==> config.mk <==
export PLATFORM = sky130hd
export DESIGN_NAME = reg_file_rd_stage
export DESIGN_NICKNAME = d
export VERILOG_FILES = /design/src/rtl/reg_file_rd_stage.sv
export SDC_FILE = /design/constraint.sdc
export NUM_CORES = 2
export LEC_CHECK = 0
export ABC_AREA = 0
export CAP_MARGIN = 20
export CORE_ASPECT_RATIO = 0.8
export CORE_MARGIN = 2
export CORE_UTILIZATION = 33
export DETAILED_ROUTE_END_ITERATION = 10
export PLACE_DENSITY_LB_ADDON = 0.25
export SKIP_CTS_REPAIR_TIMING = 1
export SLEW_MARGIN = 0
export SYNTH_ARGS = -nofsm -noshare
export SYNTH_HDL_FRONTEND = slang
export SYNTH_SLANG_ARGS = --single-unit
==> constraint.sdc <==
create_clock -name clk -period 2.93 [get_ports clk]
set_input_delay 0.4395 -clock clk [delete_from_list [all_inputs] [get_ports clk]]
set_output_delay 0.4395 -clock clk [all_outputs]
set_load 0.01 [all_outputs]
==> src/rtl/reg_file_rd_stage.sv <==
// ---------------------------------------------------------------------------
// reg_file_rd_stage
//
// MIPS general-purpose register file with registered read ports. It feeds the
// ALU operands directly. There are two read ports, one write port from
// writeback, a write-first bypass and a hardwired $0. The stall input holds the
// operands and the flush input zeroes them, so the EX stage always sees stable
// values.
//
// Parameters:
//   DATA_W    register and data width in bits
//   ADDR_W    register index width (depth = 2**ADDR_W)
//
// Ports:
//   clk        system clock, rising edge
//   rst        synchronous active-high reset; clears registers and outputs
//   r_reg1     read index A (rs)
//   r_reg2     read index B (rt)
//   reg_write  write enable from writeback
//   w_reg      write index
//   w_data     write data
//   stall      hold r_data1/r_data2
//   flush      zero r_data1/r_data2 (bubble into EX), overrides stall
//   r_data1    registered operand A (ALU oper1)
//   r_data2    registered operand B (ALU oper2)
// ---------------------------------------------------------------------------
module reg_file_rd_stage #(
    parameter int DATA_W = 32,
    parameter int ADDR_W = 5
) (
    input  logic              clk,
    input  logic              rst,
    input  logic [ADDR_W-1:0] r_reg1,
    input  logic [ADDR_W-1:0] r_reg2,
    input  logic              reg_write,
    input  logic [ADDR_W-1:0] w_reg,
    input  logic [DATA_W-1:0] w_data,
    input  logic              stall,
    input  logic              flush,
    output logic [DATA_W-1:0] r_data1,
    output logic [DATA_W-1:0] r_data2
);

    localparam int DEPTH = 2 ** ADDR_W;

    logic [DATA_W-1:0] regs [DEPTH];
    logic [DATA_W-1:0] rd_val1;
    logic [DATA_W-1:0] rd_val2;
    logic              write_en;

    // A write only lands when it targets a real register; $0 stays zero.
    assign write_en = reg_write && (w_reg != '0);

    // Next operand value for each port. Index 0 is checked first so a write
    // aimed at $0 can never leak through the bypass. Otherwise a same-cycle
    // write to the requested index wins over the stored copy (write-first).
    always_comb begin
        rd_val1 = regs[r_reg1];
        if (r_reg1 == '0) begin
            rd_val1 = '0;
        end else if (reg_write && (w_reg == r_reg1)) begin
            rd_val1 = w_data;
        end

        rd_val2 = regs[r_reg2];
        if (r_reg2 == '0) begin
            rd_val2 = '0;
        end else if (reg_write && (w_reg == r_reg2)) begin
            rd_val2 = w_data;
        end
    end

    // Register storage. Reset clears every entry and drops any write
    // presented in the same cycle. Writes ignore stall and flush, so
    // writeback keeps retiring while the front of the pipe is held.
    always_ff @(posedge clk) begin
        if (rst) begin
            for (int i = 0; i < DEPTH; i++) begin
                regs[i] <= '0;
            end
        end else if (write_en) begin
            regs[w_reg] <= w_data;
        end
    end

    // Operand registers. Priority is reset, then flush, then stall. A write
    // that arrives while the outputs are held is picked up by the first
    // non-stalled edge because that edge re-reads the array (or the bypass).
    always_ff @(posedge clk) begin
        if (rst) begin
            r_data1 <= '0;
            r_data2 <= '0;
        end else if (flush) begin
            r_data1 <= '0;
            r_data2 <= '0;
        end else if (!stall) begin
            r_data1 <= rd_val1;
            r_data2 <= rd_val2;
        end
    end

endmodule

# Word level (Yosys, flattened, before mapping)
# Memories as Yosys holds them, arrays and structs flattened.
# Index checks and enable logic that the tools add are counted.
# word_totals
ff_bits	64
mem_bits_rw	1024
word_cells	25
mem_count	1
# mem_list
name	depth	word_bits	read_ports	rd_clocked_by_memory_dff	wr	line	rtl
regs	32	32	2	0	32	46	logic [DATA_W-1:0] regs [DEPTH];
# classes
eq_ne	2
mux	12
n_reduce_logical	8
# op_table
operator	n
$mux W32	5
$reduce_or A32 Y1	1
$eq A5 B5 Y1	2
$logic_not A5 Y1	2
$mux W1	6
$mux W5	1
$reduce_bool A5 Y1	1
$logic_and A1 B1 Y1	3
$reduce_or A2 Y1	1

# Depth between registers and ports, before layout
# logic_depth
ltp_word	7
depth_mapped	9

# Least setup slack after synthesis
# OpenSTA, ideal clock, no wires.
# synth_path
path_type	input to register
startpoint	input r_reg2[0]
endpoint	register r_data2[15]
arrival_time_ps	2263
t_required_ps	2808
slack_ps	545
cell_stages	8
path_buffers	4
path_cell_list	buf_4 > buf_6 > buf_4 > buf_2 > mux4_2 > a22oi_1 > a211oi_1 > a221o_1
# synth_via
elab_chain_len	4
word_cells_on_any_way	6
# synth_rtl
element	line	rtl
start, declared	34	input logic [ADDR_W-1:0] r_reg2,
branches (longest 3 deep; another with $mem_v2 Z32 W32)	n/a	
$mux W32 *	66	if (r_reg2 == '0) begin
end signal, assigned	98	r_data2 <= rd_val2;
end, declared	41	output logic [DATA_W-1:0] r_data2
# Mark *: on every way between the ends.
# A chain may end at the register's enable or synchronous reset.

# Final worst setup path
# layout_path
startpoint	register r_data2[20]
endpoint	output r_data2[20]
# No word-level cell between the ends.

==> metrics.yaml <==
yosys.area.top_type: "edfxtp_1"
ant_nets: 0
final_hold_viol_count: 0
clockBufferDepth: 3
gp_congestion: 0.8531
critPathMaxFanout: 2
wl_per_cell_um: 34.33
r2r_setup_slack_ns: 0.74
postSynthAreaPerCell_um2: 15.12
finClkSkew_ns: 0.02717
drv_slew: 0
fin_ws_ns: 0.5108
cts_max_level: 3
fp.dieArea_um2: 174800
syn2layout_area_growth_pct: 19.32
fillerInstances: 15529
slowest_delay_ns: 0.63
vias: 37406
ys_seq_elements: 1088
holdPathEnd: "r_data1[0]$_SDFFE_PP0N_"
grt-ovfl-total: 0
leakagePower_nw: 23.39
ys_types: 45
root_buffer: "clkbuf_16"
tightest_slew_ns: 0.9848
powerDensity_nw_per_um2: 565.8
syn-instance-count: 3742
firstDrtPassIters: 7
clk_pin_slew_ns: 0.06
hold_path.class: "primary input to register"
crit_slowest_cell: "clkdlybuf4s50_1"
r2r-start: "regs[21][18]$_SDFFCE_PN0P_"
path_delay_family: "buffers and inverters"
drive_gt1_frac: 0.2748
synth-edff-count: 1024
outcome: "completed"
synthArstFlopShare: 0
antenna_found_initial: 16
insertion_delay_ns: 0.76
numPortBuffers: 115
yosys-top-cells-area: "edfxtp_1 54%, mux4_2 18%, and2_1 11%"
yosysWarningCount: 0
grt_max_degree: 65
synth_flop_cell: "edfxtp_1"
final.min_clock_period_ns: 2.419
dp_cells: 6110
cts_sinks: 1088
io_pins: 116
rows: 135
crit_type: "register to output port"
setup_viol: 0
hold_depth: 5
start_util: 0.3332
numCtsBuffers: 113
rr_endpoint: "r_data2[18]$_SDFFE_PP0N_"
finalCritPeriodShare: 0.8257
rsz0062_at_grt: "false"
arrival_ns: 1.98
vdd_drop_max_uv: 478.3
setup_tns_ns: 0
grt_pass1_vias: 36376
worstRegToRegCells: 5
hpwlAfterDp_um: 141000
path_buf_inv: 1
core_area_um2: 169800
cp_cell_sequence: "clkdlybuf4s50_1"
yosysSeqAreaShare: 0.5662
grt_pass1_wl_um: 300100
finalWirelength_um: 217400
cp.required_ns: 2.49
grt_use_total: 0.2456
drt_iter0_markers: 5455
fmax_mhz: 413.4
die_h_um: 374.3
final_nets: 4018
drc: 0
place_ws_ns: -0.1698
min_from: "r_reg1[1]"
netlist_area_um2: 56570
endpoint_kind: "output port"
synth_top_area_share: 0.5436
total_power_w: 0.03819
via_per_inst: 5.906
start_kind: "register"
stdcell_count: 6334
cts_tree: "built"
maxCapViolations: 0
die_width_um: 466.9
slew_headroom: 0.3265
==> cell type report <==
class	count	area (um^2)	area share
Inverter	2	7.507	0.0001112
Sequential cell	1088	32030	0.4746
Clock inverter	60	575.6	0.008527
Antenna cell	9	22.52	0.0003337
Tap cell	2260	2828	0.04189
Clock buffer	154	3189	0.04725
Timing Repair Buffer	485	5612	0.08314
Multi-Input combinational cell	2276	23230	0.3442
==> how the worst max path moves through the flow <==
stage | start | end | slack [ns] | depth (start not counted)
floorplan | r_reg2[0] | r_data2[15]$_SDFFE_PP0N_ | 0.55 | 8
global placement | w_reg[2] | r_data2[4]$_SDFFE_PP0N_ | -0.19 | 9
detailed placement | r_reg2[2] | r_data2[10]$_SDFFE_PP0N_ | -0.17 | 9
CTS | r_data2[31]$_SDFFE_PP0N_ | r_data2[31] | 0.46 | 1
global route | stall | r_data2[4]$_SDFFE_PP0N_ | 0.47 | 10
finish | r_data2[20]$_SDFFE_PP0N_ | r_data2[20] | 0.51 | 1
==> through the flow <==
step                  util  instance area (um^2)  hold slack [ns]
floorplan                -                 56690           0.5304
global placement    0.3751                 63680           0.4723
detailed placement  0.3751                 63680           0.4802
CTS                 0.3973                 67450           0.3118
global route        0.3975                 67470           0.3489
finish              0.3976                 67500           0.3667
==> per-layer routing <==
layer	routed length, um	vias up	share of wire	global-route usage
met5	7	-	0.000032	0
met4	6785	2	0.031	0.07266
met3	23050	306	0.11	0.05480
met2	94290	2298	0.43	0.3563
met1	93280	19810	0.43	0.3647
li1	-	14990	-	-
==> kinds of logic after synthesis <==
kind of cell	share of synthesized area
xor+xnor	0.001548
buf+inv	0.03017
compound gates	0.05165
simple gates	0.1253
mux	0.2251
flops	0.5662
other cells	0.00006629
==> sequential cells by signal, summed over array words and instances, names as in the netlist <==
| name | count |
|---|---|
| r_data2 | 32 |
| regs | 1024 |
| r_data1 | 32 |
==> cell usage in the layout, fill, tap and decap left out, types with 4 or more instances in the layout <==
cell type / synthesis / final
diode_2: 0 / 9
buf_4: 17 / 240
a221o_1: 32 / 32
mux2_2: 33 / 33
clkinvlp_4: 0 / 4
clkinv_2: 0 / 27
and2_1: 995 / 993
xor2_1: 4 / 4
o2111a_1: 25 / 25
buf_8: 0 / 4
nand2_1: 85 / 84
a2111oi_0: 25 / 25
clkbuf_8: 0 / 8
nand3b_1: 5 / 5
nor2b_1: 10 / 8
edfxtp_1: 1024 / 1024
mux4_2: 455 / 455
or2_2: 31 / 31
mux2i_1: 211 / 211
o221ai_1: 32 / 32
o21ai_0: 33 / 33
clkbuf_16: 0 / 120
a221oi_1: 102 / 102
dfxtp_1: 64 / 64
buf_12: 0 / 133
clkbuf_1: 295 / 27
o22ai_1: 25 / 25
nor2_4: 0 / 33
clkinv_1: 0 / 16
conb_1: 1 / 32
a22oi_1: 38 / 38
nor2_1: 38 / 5
clkdlybuf4s50_1: 0 / 104
o21a_1: 32 / 32
bufinv_16: 0 / 11
a211oi_1: 6 / 6
xnor2_1: 6 / 6
==> Yosys cell counts (2+ instances only) <==
cell,number
buf_2,68
o21ai_0,33
or3b_2,2
nand3b_1,5
mux4_2,455
mux2i_1,211
a221o_1,32
o221ai_1,32
nand2_1,85
edfxtp_1,1024
or3_1,2
buf_6,3
o21a_1,32
mux2_2,33
and2_1,995
clkbuf_1,295
nand3_1,3
xor2_1,4
buf_4,17
or4_1,2
xnor2_1,6
buf_1,24
a22oi_1,38
a221oi_1,102
a2111oi_0,25
a211oi_1,6
dfxtp_1,64
nor2b_1,10
or2_2,31
nor2_1,38
o22ai_1,25
nor3_1,2
o2111a_1,25
inv_1,2
==> report_power, final <==
part	leakage (nW)	switching [W]	internal, W
combinational	11.3	0.00261	0.00216
clock	1.85	0.00651	0.00856
sequential	10.3	0.000508	0.0178
total	23.4	0.00963	0.0286
Power figures use the tool's default switching activity.
